File: src/rtl/half_subtractor.sv
// rtl/half_subtractor.sv - lane-parallel half subtractor with registered path and borrow counter
module half_subtractor #(
  parameter int WIDTH = 1,
  parameter int CNT_W = 16
) (
  input  logic             clk,
  input  logic             rst_n,
  input  logic [WIDTH-1:0] a,
  input  logic [WIDTH-1:0] b,
  input  logic             in_valid,
  input  logic             cnt_clr,
  output logic [WIDTH-1:0] d,
  output logic [WIDTH-1:0] bor,
  output logic [WIDTH-1:0] d_q,
  output logic [WIDTH-1:0] bor_q,
  output logic             out_valid,
  output logic             bor_any_q,
  output logic [CNT_W-1:0] bor_cnt
);

  localparam logic [CNT_W-1:0] CNT_MAX = '1;
  localparam logic [CNT_W-1:0] CNT_ONE = {{(CNT_W-1){1'b0}}, 1'b1};

  logic bor_any;

  // Lanes never interact: no borrow ripples from one lane into the next.
  assign d       = a ^ b;
  assign bor     = ~a & b;
  assign bor_any = |bor;

  always_ff @(posedge clk) begin
    if (!rst_n) begin
      d_q       <= '0;
      bor_q     <= '0;
      out_valid <= 1'b0;
      bor_any_q <= 1'b0;
      bor_cnt   <= '0;
    end else begin
      out_valid <= in_valid;
      if (in_valid) begin
        d_q       <= d;
        bor_q     <= bor;
        bor_any_q <= bor_any;
      end
      // Clear wins over a same-cycle borrow event, which is dropped.
      if (cnt_clr) begin
        bor_cnt <= '0;
      end else if (in_valid && bor_any && (bor_cnt != CNT_MAX)) begin
        bor_cnt <= bor_cnt + CNT_ONE;
      end
    end
  end

endmodule

File: config.mk
export PLATFORM = sky130hd
export DESIGN_NAME = half_subtractor
export DESIGN_NICKNAME = d
export VERILOG_FILES = /design/src/rtl/half_subtractor.sv
export SDC_FILE = /design/constraint.sdc
export NUM_CORES = 1
export LEC_CHECK = 0
export BUFFER_PORTS_ARGS = -buffer_cell sky130_fd_sc_hd__buf_2
export CORE_MARGIN = 2
export CORE_UTILIZATION = 42
export CTS_CLUSTER_SIZE = 16
export DETAILED_ROUTE_END_ITERATION = 6
export GPL_TIMING_DRIVEN = 1
export HOLD_SLACK_MARGIN = 0.03
export PLACE_DENSITY = 0.75
export SLEW_MARGIN = 20
export SYNTH_ARGS = -nofsm -noshare
export SYNTH_HDL_FRONTEND = slang
export SYNTH_SLANG_ARGS = --single-unit
File: constraint.sdc
create_clock -name clk -period 2.3 [get_ports clk]
set_clock_uncertainty 0.2 [all_clocks]
set_input_delay 0.115 -clock clk [delete_from_list [all_inputs] [get_ports clk]]
set_output_delay 0.115 -clock clk [all_outputs]
set_load 0.02 [all_outputs]
; Word level (Yosys, flattened, before mapping)
; Cells that the tools add are included.
[op_classes]
addsub = 1
n_reduce_logical = 3
eq_ne = 1
bitwise_logic = 4
[ops]
columns = op, n
row1 = "adder 16 x 1 -> 16 bit, second input constant", 1
row2 = "!= test 16 bit, second input constant", 1
row3 = logical AND 1 bit, 2
row4 = NOT 1 bit, 2
row5 = OR reduction 2 bit, 1
row6 = AND 1 bit, 1
row7 = XOR 1 bit, 1
[word_totals]
reg_bits = 19
out_inout_bits = 22
input_bits = 6

; Logic depth before layout (Yosys ltp)
; Gate-level depths: netlist of run 1.
[depth]
word_depth = 4
mapped_depth = 7
mapped_depth_nobuf = 6

; Worst setup path after synthesis of run 1
; No wires, ideal clock.
[synth_path]
kind = reg2reg
startpoint = reg bor_cnt[2]
endpoint = reg bor_cnt[11]
setup_ns = 0.070
required_time_ns = 2.030
arrival_ns = 1.882
synth_period_minus_slack_ns = 2.152
path_slack_ns = 0.148
path_stages_with_launch = 6
path_cell_list = dfxtp_1 and4_1 or4b_1 buf_2 or4_1 a21oi_1
[synth_via]
elab_chain_cells = 2
[synth_lines]
columns = element, line
row1 = "start, declared", 18  ; output logic [CNT_W-1:0] bor_cnt
row2 = "start signal, assigned", 49  ; bor_cnt <= bor_cnt + CNT_ONE;
row3 = branches (longest 2 deep; another with adder 16 x 1 -> 16 bit), -
; Parallel ways; which one is timed is not known.
; A chain may end at the register's enable or synchronous reset.

; Final worst setup path of run 1
[layout_path]
startpoint = reg bor_cnt[3]
endpoint = reg bor_cnt[13]
; The elaborated chain is that of the path after synthesis.

==> impl_summary.log, run 1 <==
INFO  metric status = finished, final reports clean
INFO  metric route.detailed.vias_per_inst = 5.775
INFO  metric timing.final.crit_period = 2.153 ns
INFO  metric yosysUniqueCellTypes = 36
INFO  metric floorplan.die.height = 52.94 um
INFO  metric register_bit_count_reported_by_yosys = 19
INFO  metric most_frequent_standard_cell_in_the_layout_excluding_fill_and_tap_cells = sky130_fd_sc_hd__buf_2
INFO  metric peak_vdd_ir = 0.3275 mV
INFO  metric leakagePower = 0.5260 nW
INFO  metric worstSkewPairLatency = 0.30 ns
INFO  metric worst_setup_hold_path_clk_slew = 0.11 ns
INFO  metric pin_count_of_the_biggest_net_entering_global_routing = 14
INFO  metric finalNonFillerCells = 178
INFO  metric tritoncts.num_buffers = 3
INFO  metric design.die.area = 2803 sq um
INFO  metric max_cap_violations = 0
INFO  metric synth_nets = 123
INFO  metric clock-root-buffer = sky130_fd_sc_hd__clkbuf_4
INFO  metric hold_path.class = in2reg
INFO  metric postLayoutCellArea = 1239 sq um
INFO  metric worst_path_largest_cell_delay = 0.55 ns
INFO  metric drt_drc_violations_left = 0
INFO  metric worst_path_dominant_cell_family = simple AND/OR/NAND/NOR gates
INFO  metric initial_core_util = 0.4504
INFO  metric cts-htree-levels = 1
INFO  metric final_hold_viol_count = 0
INFO  metric setup_viol = 0
INFO  metric detail_route.iter0.violations = 29
INFO  metric final_antenna_violating_net_count = 0
INFO  metric die_w = 52.94 um
INFO  metric area.growth.synth_to_final = 23.13%
INFO  metric ys_async_sr_fraction = 0
INFO  metric cts.repair.resized = 0
INFO  metric route.vias.total = 1028
INFO  metric syn_area = 1006 sq um
INFO  metric initial_antenna_violation_count = 0
INFO  metric critPathLaunchType = flip-flop
INFO  metric placement.cell_area = 1162 sq um
INFO  metric drtPass1Iterations = 4
INFO  metric final_net_count = 159
INFO  metric drv_slew = 0
INFO  metric timing.slew.headroom = 0.6233
INFO  metric final_cell_mix = 27 x sky130_fd_sc_hd__buf_2, 19 x sky130_fd_sc_hd__dfxtp_1, 11 x sky130_fd_sc_hd__nand2_1
INFO  metric grt_overflow = 0
INFO  metric yosys_warnings = 0
INFO  metric layout.core_utilization = 0.5546
INFO  metric timing_worst_setup_path_type = reg2reg
INFO  metric synth-edff-count = 0
INFO  metric placed_cells = 169
INFO  metric tightestPinTransition = 0.5639 ns
INFO  metric layout_worst_path_cycle_share = 0.9360
INFO  metric filler_cell_count = 207
INFO  metric dominantRegCellSynth = sky130_fd_sc_hd__dfxtp_1
INFO  metric cp_slowest_cell = sky130_fd_sc_hd__or4b_1
INFO  metric cp_num_buf_inv = 0
INFO  metric cts_tree = done
INFO  metric port-buffer-count = 27
INFO  metric worst-path-max-fanout = 7
INFO  metric gpl.final_weighted_congestion = 0.7970
INFO  metric clock_sink_count = 19
INFO  metric rows = 17
INFO  metric avgSynthCellArea = 8.748 sq um
INFO  metric design.core.area = 2233 sq um
INFO  metric drt_wl_total = 2349 um
INFO  metric worst_setup_path_end_kind = flip-flop
INFO  metric dp_hpwl = 1691 um
INFO  metric finalSetupTns = 0 ns
INFO  metric clock_tree.buffer_depth = 2
INFO  metric io-pin-count = 28
INFO  metric crit_path_cell_trace = and4_1 > or4b_1 > or4_1 > a21oi_1
INFO  metric antennaDiodeCount = 0
INFO  metric final_layout_size_suffix_gt1_frac = 0.2667
INFO  metric arrival_time_of_the_worst_setup_path = 2.19 ns
INFO  metric wl_per_cell = 13.20 um
INFO  metric synth-seq-area-share = 0.3781
INFO  metric worst-endpoint-required = 2.34 ns
INFO  metric hold_ws = 0.2768 ns
INFO  metric post_synth_inst_count = 115
INFO  metric grt_setup_unrepaired = no
INFO  metric max_clock_freq = 464.5 MHz
INFO  metric grt_first_pass_wirelength = 3808 um
INFO  metric first_global_vias = 844
INFO  metric gr-usage-all-layers = 0.1856
INFO  metric pwr_density_cell = 447.8 nW/um^2
flip-flops by register name, indices dropped and copies added (netlist names):
name       cells
bor_any_q      1
out_valid      1
d_q            1
bor_cnt       16
synthesized netlist by cell type (2+ instances only):
| cell | instances | share of area |
|---|---|---|
| sky130_fd_sc_hd__a31oi_1 | 4 | 0.025 |
| sky130_fd_sc_hd__o31ai_1 | 6 | 0.045 |
| sky130_fd_sc_hd__clkbuf_8 | 2 | 0.027 |
| sky130_fd_sc_hd__dfxtp_1 | 19 | 0.38 |
| sky130_fd_sc_hd__mux2i_1 | 2 | 0.020 |
| sky130_fd_sc_hd__nor2_1 | 5 | 0.019 |
| sky130_fd_sc_hd__nand2_1 | 11 | 0.041 |
| sky130_fd_sc_hd__ha_1 | 2 | 0.025 |
| sky130_fd_sc_hd__nor4_1 | 2 | 0.012 |
| sky130_fd_sc_hd__or4_1 | 7 | 0.052 |
| sky130_fd_sc_hd__nand4_1 | 4 | 0.025 |
| sky130_fd_sc_hd__o21ai_0 | 3 | 0.015 |
| sky130_fd_sc_hd__and2_1 | 3 | 0.019 |
| sky130_fd_sc_hd__a21oi_1 | 10 | 0.050 |
| sky130_fd_sc_hd__a41o_1 | 4 | 0.040 |
| sky130_fd_sc_hd__and3_1 | 2 | 0.012 |
| sky130_fd_sc_hd__inv_1 | 3 | 0.011 |
| sky130_fd_sc_hd__nand2b_1 | 3 | 0.019 |
| sky130_fd_sc_hd__nand3_1 | 6 | 0.030 |
cell type report:
| cell class | instances | area [sq um] | area share |
|---|---|---|---|
| clock buffers | 4 | 26.28 | 0.02121 |
| flip-flops and latches | 19 | 380.4 | 0.3071 |
| multi-input cells | 87 | 559.3 | 0.4515 |
| well taps | 28 | 35.03 | 0.02828 |
| inverters | 4 | 22.52 | 0.01818 |
| repair buffers | 36 | 215.2 | 0.1737 |
metrics by stage:
step                power [W]  worst slack, ns
finish              0.0005547           0.1473
floorplan           0.0003715           0.1482
CTS                 0.0005600           0.1525
global placement    0.0003840           0.2559
global route        0.0005761         0.004769
detailed placement  0.0003852           0.1837
worst paths after layout:
kind,startpoint,to,slack (ns),depth (start not counted)
max,bor_cnt[3]$_SDFFE_PP0P_,bor_cnt[13]$_SDFFE_PP0P_,0.15,4
min,b,bor_cnt[6]$_SDFFE_PP0P_,0.28,5
max reg2reg,bor_cnt[3]$_SDFFE_PP0P_,bor_cnt[13]$_SDFFE_PP0P_,0.15,4
min reg2reg,bor_any_q$_SDFFE_PN0P_,bor_any_q$_SDFFE_PN0P_,0.30,2
per-layer routing:
metal | part of all wire | global-route usage | up-vias | routed length [um]
met5 | 0 | 0 | - | 0
met4 | 0.0077 | 0.06410 | 0 | 18
met3 | 0.045 | 0.03390 | 2 | 105
met2 | 0.50 | 0.3083 | 30 | 1165
met1 | 0.45 | 0.2396 | 485 | 1060
li1 | - | - | 511 | -
worst reg2reg max path: cells and delay by family (launching register included):
family / cells / cell delay (ns)
AOI/OAI and AO/OA: 1 / 0.16
DFF: 1 / 0.43
and+or+nand+nor: 3 / 1.29
logic make-up after synthesis:
family,after synthesis,synth area share
simple gates,53,0.3122
compound gates,30,0.1990
flops,19,0.3781
buf+inv,9,0.06592
mux,2,0.01990
fa+ha+maj,2,0.02487
report_power, final:
group          switching (W)  internal (W)  total [W]
combinational      0.0000299     0.0000216  0.0000515
sequential        0.00000189      0.000332   0.000334
clock               0.000101     0.0000676   0.000169
total               0.000133      0.000421   0.000555
what timing repair did:
action,CTS,global route
setup buffers,0,0
hold buffers,5,0
endpoints found under the setup margin,0,0
hold endpoints to repair,5,0
(Power assumes the default switching activity.)
==> run 2, diff against run 1 <==
--- a/config.mk
+++ b/config.mk
@@ -12,7 +12,7 @@
 export DETAILED_ROUTE_END_ITERATION = 6
 export GPL_TIMING_DRIVEN = 1
 export HOLD_SLACK_MARGIN = 0.03
-export PLACE_DENSITY = 0.75
+export PLACE_DENSITY = 0.66
 export SLEW_MARGIN = 20
 export SYNTH_ARGS = -nofsm -noshare
 export SYNTH_HDL_FRONTEND = slang
==> run 2 against run 1 <==
  * Count of clock-buffer cells in the layout shrank 1
  * Highest routed layer unchanged
  * Sequential power is essentially flat
  * Combinational power grew 1%
==> impl_summary.log, run 2 (synthesis results as in run 1) <==
INFO  metric worstReg2RegStart = bor_cnt[3]$_SDFFE_PP0P_
INFO  metric first_global_vias = 895 (+6.0%)
INFO  metric grt_use_met1 = 0.2561 (+0.01647)
INFO  metric regMostFlops = bor_cnt
INFO  metric arrival_time_of_the_worst_setup_path = 2.14 ns (-0.05 ns)
INFO  metric design.die.area = 2803 sq um (unchanged)
INFO  metric clock_sink_count = 19 (unchanged)
INFO  metric power_frac_clock = 0.306 (about the same)
INFO  metric leakagePower = 0.5338 nW (+1.5%)
INFO  metric switchingPower = 0.0001371 W (+2.9%)
INFO  metric worstHoldPathCells = 6 (+1)
INFO  metric worst-endpoint-required = 2.34 ns (about the same)
INFO  metric wl_per_cell = 13.09 um (-0.81%)
INFO  metric final_cell_mix = 27 x sky130_fd_sc_hd__buf_2, 19 x sky130_fd_sc_hd__dfxtp_1, 11 x sky130_fd_sc_hd__nand2_1
INFO  metric critPathLaunchType = input pin
INFO  metric met3_layer_usage_reported_by_global_route = 0.02542 (-0.008475)
INFO  metric tightestPinTransition = 0.5969 ns (+0.03298 ns)
INFO  metric grt_overflow = 0 (unchanged)
INFO  metric worst_path_largest_cell_delay = 0.58 ns (+0.03 ns)
INFO  metric reg2reg_setup_slack = 0.21 ns (+0.06 ns)
INFO  metric total_power = 0.0005567 W (+0.36%)
INFO  metric clock_tree.buffer_depth = 2 (unchanged)
INFO  metric largest_reg_flops = 16 (unchanged)
INFO  metric port-buffer-count = 27 (unchanged)
INFO  metric antennaDiodeCount = 0 (unchanged)
INFO  metric initial_antenna_violation_count = 0 (unchanged)
INFO  metric cts.repair_timing.setup_buffer_count = 0 (unchanged)
INFO  metric layout_worst_path_cycle_share = 0.9125 (-0.02348)
INFO  metric pin_count_of_the_biggest_net_entering_global_routing = 14 (unchanged)
INFO  metric area.growth.synth_to_final = 24.01%
INFO  metric cts.repair.resized = 0 (unchanged)
INFO  metric dp_hpwl = 1675 um (-0.99%)
INFO  metric floorplan.die.height = 52.94 um (unchanged)
INFO  metric tritoncts.num_buffers = 3 (unchanged)
INFO  metric worst_setup_path_end_kind = flip-flop
INFO  metric layout.core_utilization = 0.5585 (+0.003921)
INFO  metric drv_slew = 0 (unchanged)
INFO  metric rows = 17 (unchanged)
INFO  metric cts-htree-levels = 1 (unchanged)
INFO  metric peak_vdd_ir = 0.3408 mV (+4.0%)
INFO  metric power.switching_fraction = 0.2462 (+0.005996)
INFO  metric min_from = b
INFO  metric design.core.area = 2233 sq um (unchanged)
INFO  metric timing.slew.headroom = 0.6013 (-0.02203)
INFO  metric final_hold_viol_count = 0 (unchanged)
INFO  metric gpl.final_weighted_congestion = 0.8195 (+2.8%)
INFO  metric max_clock_freq = 476.5 MHz (+2.6%)
INFO  metric cts_tree = done
INFO  metric route.vias.total = 1040 (+1.2%)
INFO  metric grt_first_pass_wirelength = 3981 um (+4.5%)
INFO  metric min_delay_worst_endpoint = bor_cnt[6]$_SDFFE_PP0P_
INFO  metric timing.final.crit_period = 2.099 ns (-0.05400 ns)
INFO  metric grt_setup_unrepaired = no
INFO  metric worst-path-max-fanout = 8 (+1)
INFO  metric worstSkewPairLatency = 0.30 ns (about the same)
INFO  metric seq_power_share = 0.600 (-0.002)
INFO  metric gr-usage-all-layers = 0.1884 (+0.002742)
INFO  metric final_layout_size_suffix_gt1_frac = 0.2781 (+0.01148)
INFO  metric timing_worst_setup_path_type = in2reg
INFO  metric clock-root-buffer = sky130_fd_sc_hd__clkbuf_4
INFO  metric cp_slowest_cell = sky130_fd_sc_hd__or4b_1
INFO  metric hold_ws = 0.2943 ns (+0.01756 ns)
INFO  metric die_w = 52.94 um (unchanged)
INFO  metric worst_setup_hold_path_clk_slew = 0.11 ns (about the same)
INFO  metric grt_busiest_layer = met2
INFO  metric drtPass1Iterations = 4 (unchanged)
INFO  metric max_cap_violations = 0 (unchanged)
INFO  metric hold_path.class = in2reg
INFO  metric fraction_of_met2_tracks_used_by_global_routing = 0.2958 (-0.01250)
INFO  metric drt_wl_total = 2343 um (-0.26%)
INFO  metric setup_viol = 0 (unchanged)
INFO  metric power.internal = 0.0004196 W (-0.43%)
INFO  metric pwr_density_cell = 446.3 nW/um^2 (-0.34%)
INFO  metric final_antenna_violating_net_count = 0 (unchanged)
INFO  metric drt_drc_violations_left = 0 (unchanged)
INFO  metric detail_route.iter0.violations = 17 (-41%)
INFO  metric initial_core_util = 0.4504 (unchanged)
INFO  metric status = finished, final reports clean
INFO  metric p_comb_frac = 0.094 (about the same)
INFO  metric reg2regPathDepth = 4 (unchanged)
INFO  metric crit_path_cell_trace = dlygate4sd3_1 > buf_2 > nand3_2 > or4b_1 > or4_1 > a21oi_1
INFO  metric finalSetupTns = 0 ns (unchanged)
INFO  metric most_frequent_standard_cell_in_the_layout_excluding_fill_and_tap_cells = sky130_fd_sc_hd__buf_2
INFO  metric io-pin-count = 28 (unchanged)
INFO  metric route.detailed.vias_per_inst = 5.810 (+0.60%)
INFO  metric critical_path.reg2reg.endpoint = bor_cnt[9]$_SDFFE_PP0P_
INFO  metric final_net_count = 160 (+0.63%)
run 2: cell types whose count changed in the layout (fill, tap and decap cells not counted), sizes merged:
cell    before  now
buf         31   32
clkbuf       4    3
clkinv       0    1
run 2: layout make-up:
class	count	area [sq um]
Fill cell	219	985.9
Multi-Input combinational cell	87	559.3
Timing Repair Buffer	37	222.7
Clock buffer	3	22.52
Inverter	4	22.52
Tap cell	28	35.03
Sequential cell	19	380.4
Clock inverter	1	5.005
run 2: power by group through the flow:
stage / clock network (W) / registers (W) / logic (W)
after global placement: 0 / 0.000341 / 0.0000441
after detailed placement: 0 / 0.000342 / 0.0000448
after global routing: 0.000192 / 0.000335 / 0.0000572
final: 0.000171 / 0.000334 / 0.0000521
after CTS: 0.000177 / 0.000334 / 0.0000519
after floorplan: 0 / 0.000346 / 0.0000256
run 2: worst max-delay path by stage:
stage                                 start                        to  slack, ns  cells past startpoint
global route        bor_cnt[0]$_SDFFE_PP0P_  bor_cnt[13]$_SDFFE_PP0P_       0.09                      4
detailed placement  bor_cnt[3]$_SDFFE_PP0P_   bor_cnt[9]$_SDFFE_PP0P_       0.22                      4
global placement    bor_cnt[3]$_SDFFE_PP0P_  bor_cnt[11]$_SDFFE_PP0P_       0.26                      4
floorplan           bor_cnt[2]$_SDFFE_PP0P_  bor_cnt[11]$_SDFFE_PP0P_       0.15                      5
finish                             in_valid   bor_cnt[9]$_SDFFE_PP0P_       0.20                      6
CTS                 bor_cnt[3]$_SDFFE_PP0P_   bor_cnt[9]$_SDFFE_PP0P_       0.20                      4
run 2: per-layer routing:
layer,share of wire,up-vias
li1,-,514
met1,0.47,484
met2,0.46,38
met3,0.063,4
met4,0.0098,0
met5,0,-
run 2: through the flow:
step	cells	worst slack [ns]	cell area, sq um
5_1_grt	179	0.08525	1247
2_1_floorplan	115	0.1482	1006
4_1_cts	179	0.1965	1247
6_report	179	0.2013	1247
3_5_place_dp	170	0.2236	1170
3_3_place_gp	170	0.2568	1170
run 2: worst max-delay path: cells and delay by family:
family	cells	cell delay, ns
simple gates	3	1.18
buf+inv	2	0.69
compound gates	1	0.15
run 2: repair_timing:
item	4_1_cts	5_1_grt
endpoints found under the hold margin	6	0
endpoints found under the setup margin	0	0
hold buffers	5	0
